[config.mk]
export PLATFORM = sky130hd
export DESIGN_NAME = digit_capture_ctrl
export DESIGN_NICKNAME = d
export VERILOG_FILES = /design/src/rtl/digit_capture_pkg.sv /design/src/rtl/digit_capture_ctrl_frame_deserializer.sv /design/src/rtl/digit_capture_ctrl.sv
export SDC_FILE = /design/constraint.sdc
export NUM_CORES = 2
export LEC_CHECK = 0
export BUFFER_PORTS_ARGS = -buffer_cell sky130_fd_sc_hd__buf_2
export CAP_MARGIN = 20
export CORE_AREA = 8 8 305 307
export CTS_CLUSTER_DIAMETER = 80
export DETAILED_ROUTE_END_ITERATION = 10
export DIE_AREA = 0 0 313 315
export PLACE_DENSITY = 0.6
export SYNTH_ARGS = -nofsm -noshare
export SYNTH_HDL_FRONTEND = slang
export SYNTH_SLANG_ARGS = --single-unit
export TNS_END_PERCENT = 10
[constraint.sdc]
create_clock -name clk -period 6 [get_ports clk]
set_clock_uncertainty 0.1 [all_clocks]
set_input_delay 0.3 -clock clk [delete_from_list [all_inputs] [get_ports clk]]
set_output_delay 0.3 -clock clk [all_outputs]
set_load 0.1 [all_outputs]
[src/rtl/digit_capture_pkg.sv]
// digit_capture_pkg: shared state encoding, error codes and digit range for the capture controller
package digit_capture_pkg;
  typedef enum logic [2:0] {S_IDLE, S_RECV, S_LAUNCH, S_WAIT, S_DONE} state_t;
  localparam logic [1:0] ERR_NONE    = 2'd0;
  localparam logic [1:0] ERR_TIMEOUT = 2'd1;
  localparam logic [1:0] ERR_RANGE   = 2'd2;
  localparam logic [3:0] MAX_DIGIT   = 4'd9;
endpackage

[src/rtl/digit_capture_ctrl_frame_deserializer.sv]
// frame_deserializer: writes LANES-wide beats into a flat image and flags the final beat of a frame
module frame_deserializer #(
  parameter int IMG_BITS = 784,
  parameter int LANES    = 1
) (
  input  logic                clk,
  input  logic                rst,
  input  logic                i_restart,
  input  logic                i_en,
  input  logic                i_valid,
  input  logic [LANES-1:0]    i_data,
  output logic [IMG_BITS-1:0] o_image,
  output logic                o_last
);
  localparam int NBEATS = IMG_BITS / LANES;
  localparam int CW = $clog2(NBEATS + 1);
  logic [CW-1:0] r_cnt;
  logic [IMG_BITS-1:0] r_image;
  logic w_take;
  logic [CW-1:0] w_idx;
  // a restart beat always lands at beat 0, whatever the counter held
  assign w_take = i_valid && (i_restart || i_en);
  assign w_idx = i_restart ? '0 : r_cnt;
  assign o_last = w_take && (w_idx == CW'(NBEATS - 1));
  assign o_image = r_image;
  always_ff @(posedge clk) begin
    if (rst) begin
      r_cnt <= '0;
      r_image <= '0;
    end else if (w_take) begin
      r_image[int'(w_idx)*LANES +: LANES] <= i_data;
      r_cnt <= w_idx + 1'b1;
    end else if (i_restart) begin
      r_cnt <= '0;
    end
  end
endmodule

[src/rtl/digit_capture_ctrl.sv]
// digit_capture_ctrl: captures a multi-lane image frame, launches the classifier and
// returns its digit with timeout/range errors; re-arms from DONE without reset.
module digit_capture_ctrl
  import digit_capture_pkg::*;
#(
  parameter int PIXELS      = 784,
  parameter int PIX_W       = 1,
  parameter int LANES       = 1,
  parameter int TIMEOUT_CYC = 65535,
  localparam int IMG_BITS   = PIXELS * PIX_W
) (
  input  logic                clk,
  input  logic                rst,
  input  logic                frame_start,
  input  logic [LANES-1:0]    data_in,
  input  logic                data_valid,
  output logic                in_ready,
  output logic [IMG_BITS-1:0] image_out,
  output logic                cls_start,
  input  logic                cls_valid,
  input  logic [3:0]          cls_digit,
  output logic                busy,
  output logic [3:0]          digit_out,
  output logic                result_valid,
  output logic [1:0]          error,
  input  logic                result_ack
);
  localparam int TW = $clog2(TIMEOUT_CYC + 1);
  if ((IMG_BITS % LANES) != 0) begin : g_lane_check
    $error("LANES must divide PIXELS*PIX_W");
  end
  state_t r_state, w_next;
  logic [TW-1:0] r_tcnt;
  logic [3:0] r_digit;
  logic r_rv;
  logic [1:0] r_err;
  logic w_fs, w_last, w_expire;
  assign w_fs = frame_start && (r_state inside {S_IDLE, S_RECV, S_DONE});
  // r_tcnt counts cycles since cls_start, so expiry lands TIMEOUT_CYC cycles after launch
  assign w_expire = r_tcnt >= TW'(TIMEOUT_CYC - 1);
  frame_deserializer #(.IMG_BITS(IMG_BITS), .LANES(LANES)) u_deser (
    .clk(clk), .rst(rst), .i_restart(w_fs), .i_en(r_state == S_RECV),
    .i_valid(data_valid), .i_data(data_in), .o_image(image_out), .o_last(w_last)
  );
  always_comb begin
    w_next = r_state;
    w_next = w_last ? S_LAUNCH
      : w_fs ? S_RECV
      : (r_state == S_LAUNCH) ? S_WAIT
      : (r_state == S_WAIT && (cls_valid || w_expire)) ? S_DONE
      : (r_state == S_DONE && result_ack) ? S_IDLE
      : r_state;
  end
  always_ff @(posedge clk) begin
    if (rst) begin
      r_state <= S_IDLE;
      r_tcnt <= '0;
      r_digit <= '0;
      r_rv <= 1'b0;
      r_err <= ERR_NONE;
    end else begin
      r_state <= w_next;
      r_tcnt <= (r_state == S_LAUNCH) ? TW'(1) : (r_state == S_WAIT) ? r_tcnt + 1'b1 : r_tcnt;
      if (r_state == S_WAIT && cls_valid) begin
        r_digit <= cls_digit;
        r_rv <= 1'b1;
        r_err <= (cls_digit > MAX_DIGIT) ? ERR_RANGE : ERR_NONE;
      end else if (r_state == S_WAIT && w_expire) begin
        r_digit <= 4'hF;
        r_rv <= 1'b1;
        r_err <= ERR_TIMEOUT;
      end else if (r_state == S_DONE && (frame_start || result_ack)) begin
        r_rv <= 1'b0;
        r_err <= ERR_NONE;
      end
    end
  end
  assign in_ready = r_state inside {S_IDLE, S_RECV, S_DONE};
  assign busy = r_state inside {S_RECV, S_LAUNCH, S_WAIT};
  assign cls_start = r_state == S_LAUNCH;
  assign digit_out = r_digit;
  assign result_valid = r_rv;
  assign error = r_err;
endmodule

==> run metrics <==
Avg WL per Cell 34.72 um; clk slew on worst S/H paths 0.06 ns; number of synthesized register bits 820; CORE AREA 0.08797 mm2; mapped cell area around 0.035 mm2; Yosys top cell by area dfxtp_1; # rows 109; Max Cap Violations 0; maximum clock insertion buffer count 3; global-route wire length before repair 285.3 mm; CTS sink cnt 820; Die Footprint about 0.099 mm2; worst hold path type input port to flip-flop; footprint of the multi-input gates 0.01719 mm2; maximum vdd drop approximately 0.26 mV; IO Port Bufs 804; Leak 17.00 nW; # fillers between 8,000 and 9,000; Max Slew Vio Count 0; Primary FF master, synth dfxtp_1; DR DRC count 0; most common cell in the netlist dfxtp_1; Initial Util roughly 40%; CP endpoint kind flip-flop; drt via density 6.596; clock root cell clkbuf_16; max_slew headroom 13.75%; kind of critical path flip-flop to flip-flop; fin crit period 5.721 ns; Critical Path Start r_state[0]; outcome finished clean; Ports 805; CTS buffer count 90; DIE WIDTH 313 um; layout cells sized above 1 27.28%; post-synth cell types 75; final instance area 0.04391 mm2; Total Routed Length 208.7 mm; post-synthesis average cell area roughly 8.6 um2; hold slack 0.2582 ns; fmax about 0.17 GHz; Worst R2R Setup Slack between 0.2 and 0.3 ns; Post-Syn Nets 4,107; Max H-tree Level 3; Pre-antenna DRT Iters 6; Async SR Flop Fraction 0%; top cell type's share of synthesized area 46.77%; Final Hold Fails 0; Post-synth top cells 820 x dfxtp_1, 405 x nand2_1, 345 x clkbuf_1; CTS tree yes; Vias 39,650; vias in the first global route 35,900; register area 0.01642 mm2; Worst Path Max Fanout 22; NumNets Final roughly 4,800; Post-DP HPWL 152.0 mm; final setup fails 0; post-synthesis sequential area ratio 46.77%; Worst Path Required 6.46 ns; TNS Setup 0 ns; Syn-to-layout area delta 25.10%; YS warnings 0; area post-placement 0.04078 mm2; Post-synth EDFFs 0; total power 11.62 mW; top post-synthesis cells by area dfxtp_1 47%, o211ai_1 6.5%, nand3_1 4.5%; Overall Global Routing Usage 39.59%; RSZ-0062 raised after global routing false; power per cell area 264.5 mW/mm2; GR Overflow Total 0; Worst-Margin Slew 1.291 ns; pin count of the biggest net entering global routing 155; initial antenna violation count 7; Final Cycle Share 95.34%; post-synthesis cell count approximately 4,100; reg2reg start r_state[0]; crit path DAT 6.18 ns; Startpoint Class flip-flop; setup bufs post-CTS 0; DR iter-0 viols 6,088; Vert. Die Dim approximately 320 um; GP Congestion 1.028; Hold Crit Start data_valid; Worst-Skew Late Latency 0.66 ns; remaining antenna violation count 0
==> cells in the final DEF (no fill, tap or decap), drive strengths merged, types with 3 or more instances in the layout <==
cell type / instances
dlygate4sd3: 12
nand4b: 3
nand3: 319
nor2: 199
a21oi: 287
nor2b: 6
nand2b: 12
or4: 73
o41ai: 149
a31o: 106
o311a: 3
a2111oi: 6
clkinv: 16
mux2i: 54
o31ai: 161
nor3: 117
o21ai: 308
nor4: 47
bufinv: 4
a21o: 5
a221oi: 4
xor2: 16
and2: 12
o211ai: 304
a41o: 7
xnor2: 6
and3: 19
inv: 19
nand4: 98
buf: 1003
o211a: 3
clkbuf: 138
ha: 5
nand2: 406
dfxtp: 820
a211oi: 9
or3: 49
diode: 8
==> where the power goes <==
part	total [mW]	switching (mW)	internal, mW	leakage [nW]
sequential	5.45	0.00233	5.44	6.60
combinational	0.453	0.378	0.0747	8.92
clock	5.72	2.43	3.29	1.48
==> path summary, 6_finish.rpt <==
| path | endpoint | cells past startpoint |
|---|---|---|
| max | u_deser.o_image[294] | 13 |
| min | u_deser.r_cnt[0] | 6 |
| max reg2reg | u_deser.o_image[294] | 13 |
| min reg2reg | u_deser.o_image[248] | 2 |
==> registers in the layout (all words and copies together), names as in the netlist <==
| signal | flops |
|---|---|
| error | 2 |
| u_deser.o_image | 784 |
| digit_out | 4 |
| result_valid | 1 |
| u_deser.r_cnt | 10 |
| r_state | 3 |
| r_tcnt | 16 |
==> cell families after synthesis <==
group	count (synthesis)	synth area share, %
compound gates	1373	26.48
xor+xnor	22	0.5703
fa+ha+maj	5	0.1782
buf+inv	446	5.019
flops	820	46.77
mux	55	1.572
simple gates	1370	19.42
==> routing by layer <==
layer  up-vias  GRT usage, %  share of wire, %
li1      16840             -                 -
met1     19350         49.30                38
met2      2890         58.28                42
met3       568         16.71                14
met4         6         20.18               5.9
met5         -             0             0.067
==> layout make-up <==
cell class	count	share of cell area, %
clock inverter	27	0.6496
clock buffer	138	6.160
sequential	820	37.38
inverter	13	0.1282
tap	1165	3.319
multi-input combinational	2826	39.14
timing repair buffer	1015	13.17
antenna	8	0.04559
==> metrics by stage <==
step	setup WS, ns	util, %	instances
after floorplan	1.269	-	4091
after global placement	0.4546	46.32	5824
after detailed placement	0.3459	46.35	5826
after CTS	0.3324	49.89	6003
after global routing	0.1756	49.90	6005
final	0.2793	49.92	6012
==> worst max-delay path: stages (launching register included) <==
cell and delay [ns]:
dfxtp_1 0.55, a21o_1 0.36, inv_1 0.36, nand2_1 0.34
and2_1 0.19, inv_1 0.06, ha_1 0.19, buf_4 0.24
o2111ai_1 0.51, nand3_1 0.64, nor2_4 0.78, nand3_1 0.60
or3_1 0.53, a21oi_1 0.15
==> what timing repair did <==
item / in CTS / in global routing
endpoints found under the hold margin: 50 / 0
gates resized for setup: 0 / 0
setup endpoints to repair: 0 / 1
hold buffers: 12 / 0
Power figures use the tool's default switching activity.
